**src/rtl/fir_filter.sv**
```systemverilog
// Unsigned TAPS-tap FIR filter with a two-stage pipeline, round-half-up
// right shift and saturation to DW bits.
//
// Ports:
//   clk        - rising-edge clock for all state
//   reset_n    - asynchronous active-low reset (release synchronous to clk)
//   in_valid   - x carries a new sample this cycle
//   x          - input sample, DW bits unsigned
//   flush      - synchronous clear of delay line and pipeline valid bits
//   coef_we    - coefficient write strobe
//   coef_addr  - coefficient index; tap 0 multiplies the newest sample
//   coef_wdata - coefficient value, CW bits unsigned
//   out_valid  - y holds a new result this cycle (2 cycles after in_valid)
//   y          - filtered, rounded, saturated result
//   sat        - result was clipped, qualified by out_valid
module fir_filter #(
  parameter int unsigned DW    = 8,
  parameter int unsigned CW    = 8,
  parameter int unsigned TAPS  = 4,
  parameter int unsigned SHIFT = 3,
  // One extra code point so that out-of-range indices are expressible
  // even when TAPS is a power of two.
  localparam int unsigned ADDR_W = $clog2(TAPS + 1)
) (
  input  logic              clk,
  input  logic              reset_n,
  input  logic              in_valid,
  input  logic [DW-1:0]     x,
  input  logic              flush,
  input  logic              coef_we,
  input  logic [ADDR_W-1:0] coef_addr,
  input  logic [CW-1:0]     coef_wdata,
  output logic              out_valid,
  output logic [DW-1:0]     y,
  output logic              sat
);

  localparam int unsigned PW    = DW + CW;
  localparam int unsigned AW    = DW + CW + $clog2(TAPS);
  localparam int unsigned RND_I = (2 ** SHIFT) / 2;
  localparam logic [AW-1:0] RND = AW'(RND_I);

  logic [DW-1:0] tap_q  [TAPS];
  logic [DW-1:0] tap_d  [TAPS];
  logic [CW-1:0] coef_q [TAPS];
  logic [CW-1:0] coef_d [TAPS];
  logic [PW-1:0] prod_q [TAPS];
  logic [PW-1:0] prod_d [TAPS];
  logic          s1_valid_q, s1_valid_d;
  logic          out_valid_q, out_valid_d;
  logic [DW-1:0] y_q, y_d;
  logic          sat_q, sat_d;

  logic [DW-1:0] tap_adv_c [TAPS];
  logic [AW-1:0] sum_c;
  logic [AW-1:0] shifted_c;

  // Delay line, coefficient writes and stage-1 products.
  always_comb begin
    for (int unsigned k = 0; k < TAPS; k++) begin
      tap_adv_c[k] = tap_q[k];
      tap_d[k]     = tap_q[k];
      coef_d[k]    = coef_q[k];
      prod_d[k]    = '0;
    end
    s1_valid_d = 1'b0;

    if (in_valid) begin
      tap_adv_c[0] = x;
      for (int unsigned k = 1; k < TAPS; k++) begin
        tap_adv_c[k] = tap_q[k-1];
      end
    end

    // Products see the newly accepted sample but the pre-write coefficients.
    for (int unsigned k = 0; k < TAPS; k++) begin
      prod_d[k] = PW'(tap_adv_c[k]) * PW'(coef_q[k]);
      tap_d[k]  = flush ? '0 : tap_adv_c[k];
      if (coef_we && (coef_addr == ADDR_W'(k))) begin
        coef_d[k] = coef_wdata;
      end
    end

    s1_valid_d = in_valid & ~flush;
  end

  // Stage 2: sum, round, shift and saturate.
  always_comb begin
    sum_c = RND;
    for (int unsigned k = 0; k < TAPS; k++) begin
      sum_c = sum_c + AW'(prod_q[k]);
    end
    shifted_c = sum_c >> SHIFT;

    y_d         = y_q;
    sat_d       = sat_q;
    out_valid_d = s1_valid_q & ~flush;

    // A flushed stage-1 result is dropped, so it must not disturb y/sat.
    if (s1_valid_q && !flush) begin
      if (|shifted_c[AW-1:DW]) begin
        y_d   = '1;
        sat_d = 1'b1;
      end else begin
        y_d   = shifted_c[DW-1:0];
        sat_d = 1'b0;
      end
    end
  end

  // State registers.
  always_ff @(posedge clk or negedge reset_n) begin
    if (!reset_n) begin
      for (int unsigned k = 0; k < TAPS; k++) begin
        tap_q[k]  <= '0;
        coef_q[k] <= CW'(1);
        prod_q[k] <= '0;
      end
      s1_valid_q  <= 1'b0;
      out_valid_q <= 1'b0;
      y_q         <= '0;
      sat_q       <= 1'b0;
    end else begin
      for (int unsigned k = 0; k < TAPS; k++) begin
        tap_q[k]  <= tap_d[k];
        coef_q[k] <= coef_d[k];
        prod_q[k] <= prod_d[k];
      end
      s1_valid_q  <= s1_valid_d;
      out_valid_q <= out_valid_d;
      y_q         <= y_d;
      sat_q       <= sat_d;
    end
  end

  assign out_valid = out_valid_q;
  assign y         = y_q;
  assign sat       = sat_q;

endmodule
```
**config.mk**
```make
export PLATFORM = sky130hd
export DESIGN_NAME = fir_filter
export DESIGN_NICKNAME = d
export VERILOG_FILES = /design/src/rtl/fir_filter.sv
export SDC_FILE = /design/constraint.sdc
export NUM_CORES = 1
export LEC_CHECK = 0
export ABC_AREA = 1
export BUFFER_PORTS_ARGS = -buffer_cell sky130_fd_sc_hd__buf_2
export CAP_MARGIN = 20
export CORE_UTILIZATION = 30
export DETAILED_ROUTE_END_ITERATION = 12
export PLACE_DENSITY = 0.5
export SYNTH_ARGS = -nofsm -noshare
export SYNTH_HDL_FRONTEND = slang
export SYNTH_SLANG_ARGS = --single-unit
```
**constraint.sdc**
```tcl
create_clock -name clk -period 7.77 [get_ports clk]
set_clock_uncertainty 0.1 [all_clocks]
set_input_delay 0.3885 -clock clk [delete_from_list [all_inputs] [get_ports clk]]
set_output_delay 0.3885 -clock clk [all_outputs]
set_load 0.1 [all_outputs]
```
Word-level counts from Yosys, hierarchy flattened:

Cells that the tools add are included.

* add/subtract/negate cells: 4
* multiply operators: 4
* equality and inequality tests: 3
* mux-type cells: 7
* bitwise operators: 3
* reduce and logical (&&, ||, !) cells: 8

Operators by type and width (number)
* $mul A8 B8 Y16: 4
* $mux W8: 5
* $add A18 B16 Y18: 2
* $mux W32: 1
* $add A17 B16 Y18: 1
* $add A3 B16 Y17 const A: 1
* $reduce_or A7 Y1: 1
* $eq A3 B2 Y1 const B: 2
* $logic_and A1 B1 Y1: 5
* $eq A3 B1 Y1 const B: 1
* $logic_not A3 Y1: 1
* $and A1 B1 Y1: 2
* $logic_not A1 Y1: 1
* $mux W1: 1
* $not A1 Y1: 1

* register bits after elaboration: 139
* input bits: 24

Depth between registers and ports, before layout:

Gate-level depths: netlist (run 1).

* depth in word-level cells: 6
* gate-level depth with buffers: 25
* gate-level depth less buffers: 25

Worst setup path before layout (run 1):

OpenSTA, ideal clock, no wires.

* path type: in2reg
* from: in in_valid
* to: reg prod_q[12] (netlist bit)
* setup time: 0.079 ns
* arrival time: 4.685 ns
* required time: 7.591 ns
* path slack: 2.906 ns
* stages on the path: 18
* buffers on the path: 2
* path through: buf_2 > buf_4 > mux2i_1 > nor2_1 > fa_1 > inv_1 > fa_1 > inv_1 > fa_1 > inv_1 > fa_1 > inv_1 > ha_1 > a21oi_1 > a21boi_0 > o21ai_0 > a31oi_1 > xor2_1

RTL lines
* from (decl): line 27 `input logic in_valid,`
* to (signal, indexed assignment): line 127 `prod_q[k] <= prod_d[k];`
* to (decl): line 47 `logic [PW-1:0] prod_q [TAPS];`

==> results.json, run 1 <==
{
  "rsz0062_at_grt": "no",
  "syn_to_final_growth_pct": 10.4,
  "cp-end-kind": "flop",
  "ctsResizeCount": 0,
  "hp-class": "input pin to flop",
  "async_flop_share_pct": 100,
  "cellLeakagePower_uw": 0.00889,
  "maxSlewHeadroom_pct": 32.4,
  "synth_most_common_cell": "inv_1",
  "cellPowerDensity_nw_per_um2": 246,
  "ant_nets": 0,
  "dr.pass1.iters": 7,
  "crit_top_cell": "inv_1",
  "finalSetupViolCount": 0,
  "layout.nets": 2067,
  "yosysTopAreaCell": "fa_1",
  "synth_top_area_share_pct": 24.4,
  "drt-vias-per-instance": 4.50,
  "wl_mm": 34.9,
  "ys_top_cells_by_area": "fa_1 24%, dfrtp_1 23%, ha_1 15%",
  "io_pins": 34,
  "n_fill_cell": 4898,
  "yosysSeqAreaShare_pct": 24.2,
  "cp_slowest_cell": "buf_2",
  "status": "finished clean",
  "hold_path_end": "coef_q[24]$_DFFE_PN1P_",
  "min_from": "coef_wdata[0]",
  "placed_cells_incl_taps": 2280,
  "hold_viol": 0,
  "critPathMaxFanout": 33,
  "period_minus_slack_ps": 5430,
  "grt_pass1_vias": 11278,
  "antenna_found_initial": 2,
  "crit_path_start": "in_valid",
  "layout-drive-gt1-share_pct": 6.74,
  "cts_buffer_depth": 2,
  "cts_tree": "built",
  "synth-edff-count": 0,
  "r2r_slack_ps": 2720,
  "dr_total_vias": 10415,
  "hold_depth": 3,
  "syn_nets": 2021,
  "ctsRootBufferMaster": "clkbuf_16",
  "path_buf_inv": 7,
  "clock_latency_ps": 440,
  "tightest_slew_ps": 986,
  "worstReg2RegEnd": "prod_q[28]$_DFF_PN0_",
  "drcViolationCount": 0,
  "die_y_um": 221,
  "wl_per_cell_um": 15.1,
  "cts_buffers": 17,
  "worstPathCellList": "buf_2 > clkinv_1 > o21ai_2 > nor2_1 > fa_1 > inv_1 > fa_1 > inv_1 > fa_1 > inv_1 > fa_1 > inv_1 > ha_1 > nand2_1 > inv_1 > a21boi_0 > o21ai_0 > a31oi_1 > xnor2_1",
  "coreArea_um2": 47000,
  "required_ps": 8030,
  "slowest_delay_ps": 720,
  "finalCritPeriodShare_pct": 69.9,
  "yosysWarnings": 0,
  "track_usage_pct": 15.4,
  "drtIter0Drc": 509,
  "clk_pin_slew_ps": 60,
  "cp.arrival_ps": 5690,
  "maxCapViolations": 0,
  "yosysUniqueCellTypes": 35,
  "syn-cell-area_um2": 14400,
  "die_x_um": 221,
  "rows": 79,
  "crit_family": "adder cells",
  "finalSetupTns_ps": 0,
  "initial_core_util_pct": 30.7,
  "port_buffers": 33,
  "ff2ff_path_depth": 17,
  "worstSetupPathType": "input pin to flop",
  "fmax_mhz": 184,
  "htreeDepth": 4,
  "dpl.hpwl_mm": 29.0,
  "r2r_start": "tap_q[20]$_DFF_PN0_",
  "gp_congestion": 0.862,
  "synth_common_cells": "369 x inv_1, 296 x nor2_1, 179 x nand2_1, 176 x fa_1, 173 x ha_1",
  "synthCells": 1648,
  "ys_seq_elements": 139,
  "final_cell_count_no_fill": 2315,
  "cts_sinks": 139,
  "syn_area_per_cell_um2": 8.75,
  "die_area_um2": 48900,
  "finalMaxSlewViolations": 0,
  "crit_path_start_kind": "input pin",
  "max-vdd-ir-drop_uv": 156,
  "grt_pass1_wl_mm": 59.4,
  "synth-main-ff-cell": "dfrtp_1",
  "grt_max_degree": 80,
  "grt_overflow": 0
}
[logic make-up (layout without fill, tap and decap cells)]
kind of cell    Yosys count  count (layout)  synth area share [%]
compound gates          122             122                  4.64
xor+xnor                 54              54                  3.28
fa+ha+maj               349             349                  39.4
buf+inv                 384             443                  10.1
flops                   139             139                  24.2
mux                      33              33                  2.29
other cells               0               1                     0
simple gates            567             567                  16.1
[state kept, by name, summed over array words and instances, names as in the netlist]
name	cells
prod_q	64
sat	1
coef_q	32
out_valid	1
tap_q	32
s1_valid_q	1
y	8
[worst max path at each step]
stage                                end  slack [ps]  depth (start not counted)
floorplan           prod_q[12]$_DFF_PN0_        2910                         18
global placement    prod_q[28]$_DFF_PN0_        1900                         18
detailed placement  prod_q[12]$_DFF_PN0_        1870                         17
CTS                 prod_q[13]$_DFF_PN0_        2340                         15
global route        prod_q[13]$_DFF_PN0_        1940                         15
finish              prod_q[61]$_DFF_PN0_        2340                         19
[per-layer routing]
| layer | track usage (%) | wire [um] |
|---|---|---|
| met5 | 0 | 0 |
| met3 | 3.32 | 1650 |
| met1 | 21.0 | 16900 |
| met2 | 24.8 | 15900 |
| met4 | 3.83 | 451 |
[tightest hold or removal path: stages]
cell	delay (ps)
buf_2	90
inv_1	130
o21ai_0	110
[per-stage QoR]
step	area [um2]	hold WS [ps]	utilization [%]	total power (uW)	worst slack [ps]
after floorplan	14400	-7.09	-	2570	2910
after global placement	15300	303	32.6	3140	1900
after detailed placement	15300	310	32.6	3140	1870
after CTS	15900	179	33.8	3970	2340
after global routing	15900	202	33.9	4340	1940
final	15900	186	33.9	3910	2340
[power breakdown]
group	internal [uW]	switching (uW)	total, uW
combinational	741	1430	2170
sequential	861	90.8	952
clock	449	342	792
total	2050	1860	3910
[final cells by class]
| cell class | count | area (um2) | area share [%] |
|---|---|---|---|
| inverter | 372 | 1400 | 8.77 |
| tap | 607 | 759 | 4.77 |
| timing repair buffer | 39 | 239 | 1.50 |
| sequential | 139 | 3480 | 21.9 |
| clock buffer | 19 | 443 | 2.78 |
| multi-input combinational | 1125 | 9480 | 59.5 |
| antenna | 1 | 2.50 | 0.0157 |
| clock inverter | 13 | 119 | 0.747 |
[what timing repair did]
action                                  4_1_cts  5_1_grt
endpoints found under the setup margin        0        0
endpoints found under the hold margin        60        0
buffers inserted                              0        0
hold buffers                                  1        0
[placed cells by master, fill, tap and decap left out, drive strengths merged]
cell type and instances:
fa 176, ha 173, a21oi 46, nand3 36, dfrtp 135, nand3b 3, and2 1, clkinv 8
dlygate4sd3 1, xnor2 16, nand2 184, o21bai 4, clkbuf 19, inv 372, bufinv 1, a21o 2
nor2 297, nor3 6, buf 38, o31ai 1, or2 29, xor2 38, diode 1, a211oi 1
nand4 11, dfstp 4, a21boi 6, clkinvlp 4, o21ai 58, mux2i 33, a31oi 4
(Power assumes the default switching activity.)
==> run 2: changes to the inputs <==
Settings changed: ABC_AREA 1 to 0.
Clock period 7.77 ns to 5.5 ns, I/O delays scaled along.
==> results.json, run 2 <==
{
  "status": "finished clean",
  "crit_family": "adder cells",
  "synth-edff-count": 0,
  "port_buffers": 33,
  "hold_viol": 0,
  "multi_input_area_um2": 10200,
  "syn_to_final_growth_pct": 12.8,
  "grt_overflow": 0,
  "die_area_um2": 50000,
  "dr_total_vias": 9880,
  "final_common_cell": "inv_1",
  "wl_per_cell_um": 15.9,
  "crit_path_start": "tap_q[11]$_DFF_PN0_",
  "cts_sinks": 139,
  "syn-cell-area_um2": 14700,
  "path_buf_inv": 4,
  "grt_pass1_vias": 10105,
  "r2r_start": "tap_q[11]$_DFF_PN0_",
  "max-vdd-ir-drop_uv": 187,
  "initial_core_util_pct": 30.6,
  "min_from": "coef_wdata[0]",
  "dpl.hpwl_mm": 28.7,
  "cts_tree": "built",
  "largest_reg_flops": 64,
  "required_ps": 5740,
  "worstPathCellList": "mux2i_1 > nor2b_1 > fa_1 > inv_1 > fa_1 > inv_1 > fa_1 > inv_1 > fa_1 > inv_1 > ha_1 > a21boi_1 > o41a_1 > a41o_1 > o41ai_1 > xnor2_1",
  "synth_top_area_share_pct": 23.9,
  "worstSetupPathType": "flop to flop",
  "period_minus_slack_ps": 4990,
  "maxCapViolations": 0,
  "yosysSeqAreaShare_pct": 23.6,
  "ys_seq_elements": 139,
  "ctsRootBufferMaster": "clkbuf_16",
  "synth-main-ff-cell": "dfrtp_1",
  "ant_nets": 0,
  "syn_nets": 1822,
  "biggestRegsByFlops": "prod_q (64), coef_q (32), tap_q (32)",
  "drcViolationCount": 0,
  "grt_pass1_wl_mm": 56.8,
  "track_usage_pct": 14.8,
  "cellLeakagePower_uw": 0.00837,
  "yosysUniqueCellTypes": 63,
  "tightest_slew_ps": 793,
  "coreArea_um2": 48100,
  "wl_mm": 35.1,
  "synthCells": 1449,
  "cts_buffers": 17,
  "grt_max_degree": 78,
  "final_cell_mix": "278 x inv_1, 238 x nor2b_1, 176 x fa_1",
  "synth_common_cells": "278 x inv_1, 238 x nor2b_1, 176 x fa_1, 173 x ha_1, 135 x dfrtp_1",
  "finalSetupViolCount": 0,
  "regArea_um2": 3480,
  "gp_congestion": 0.817,
  "clk_pin_slew_ps": 70,
  "io_pins": 34,
  "ctsResizeCount": 0,
  "top_register": "prod_q",
  "layout-drive-gt1-share_pct": 10.1,
  "layout.nets": 1908,
  "synth_most_common_cell": "inv_1",
  "drtIter0Drc": 464,
  "ys_top_cells_by_area": "fa_1 24%, dfrtp_1 23%, ha_1 15%",
  "antenna_found_initial": 4,
  "cp-end-kind": "flop",
  "n_fill_cell": 4915,
  "crit_path_start_kind": "flop",
  "hold_ws_ps": 104,
  "clock_latency_ps": 450,
  "syn_area_per_cell_um2": 10.2,
  "drt-vias-per-instance": 4.48,
  "yosysWarnings": 0,
  "cellPowerDensity_nw_per_um2": 321,
  "die_y_um": 224,
  "final_util_pct": 34.5,
  "cp_slowest_cell": "fa_1",
  "yosysTopAreaCell": "fa_1",
  "finalMaxSlewViolations": 0,
  "rsz0062_at_grt": "no",
  "finalCritPeriodShare_pct": 90.7,
  "finalSetupTns_ps": 0,
  "async_flop_share_pct": 100,
  "hp-class": "input pin to flop",
  "die_x_um": 224,
  "htreeDepth": 4,
  "fmax_mhz": 200,
  "maxSlewHeadroom_pct": 46.9,
  "critPathMaxFanout": 6,
  "slowest_delay_ps": 520,
  "cp.arrival_ps": 5230,
  "cts_buffer_depth": 2,
  "dr.pass1.iters": 5,
  "rows": 80
}
==> run 2: worst paths after layout <==
path                            depth (start not counted)                endpoint  slack (ps)
worst max-delay path                                   16    prod_q[15]$_DFF_PN0_         510
worst min-delay path                                    2  coef_q[24]$_DFFE_PN1P_         100
worst max register to register                         16    prod_q[15]$_DFF_PN0_         510
worst min register to register                          2         sat$_DFFE_PN0P_         420
max in group asynchronous                               4   coef_q[8]$_DFFE_PN1P_        3770
min in group asynchronous                               2     out_valid$_DFF_PN0_         270
==> run 2: cell type report <==
class / count / share of cell area, %
diodes: 2 / 0.0301
clock buffers: 19 / 2.66
clock inverters: 13 / 0.730
inverters: 278 / 6.28
multi-input cells: 1022 / 61.2
flip-flops and latches: 139 / 20.9
well taps: 656 / 4.94
repair buffers: 77 / 3.23
==> run 2: metal layers <==
metal | GRT usage, % | wire length (um)
met1 | 21.7 | 18100
met2 | 22.3 | 15600
met4 | 4.09 | 515
met3 | 2.31 | 905
met5 | 0 | 0
==> run 2: worst reg2reg max path: stages, from the launching register on <==
cell and delay (ps):
dfrtp_1 430, mux2i_1 500, nor2b_1 120, fa_1 500
inv_1 50, fa_1 520, inv_1 50, fa_1 470
inv_1 50, fa_1 470, inv_1 40, ha_1 310
a21boi_1 180, o41a_1 350, a41o_1 270, o41ai_1 300
xnor2_1 180
==> run 2: report_power, final <==
part | internal (uW) | switching, uW
Combinational | 1150 | 1630
Clock | 634 | 482
Sequential | 1210 | 233
Total | 3000 | 2340
==> run 2: repair_timing <==
action | CTS | global route
hold buffers | 1 | 0
endpoints found under the hold margin | 62 | 0
buffers inserted | 0 | 0
==> run 2: cells by family (layout without fill, tap and decap cells) <==
group,Yosys count,count (layout),synth area share (%)
flops,139,139,23.6
mux,65,65,4.69
xor+xnor,51,51,3.03
simple gates,437,437,16.7
other cells,0,2,0
fa+ha+maj,349,349,38.6
compound gates,120,120,5.98
buf+inv,288,387,7.34
==> run 2: metrics by stage <==
step	power (uW)	area, um2	cells	worst slack, ps
4_1_cts	5440	16600	2203	584
6_report	5340	16600	2206	512
3_3_place_gp	4250	16000	2170	367
2_1_floorplan	3510	14700	1449	70.8
3_5_place_dp	4280	16000	2170	258
5_1_grt	5840	16600	2204	206
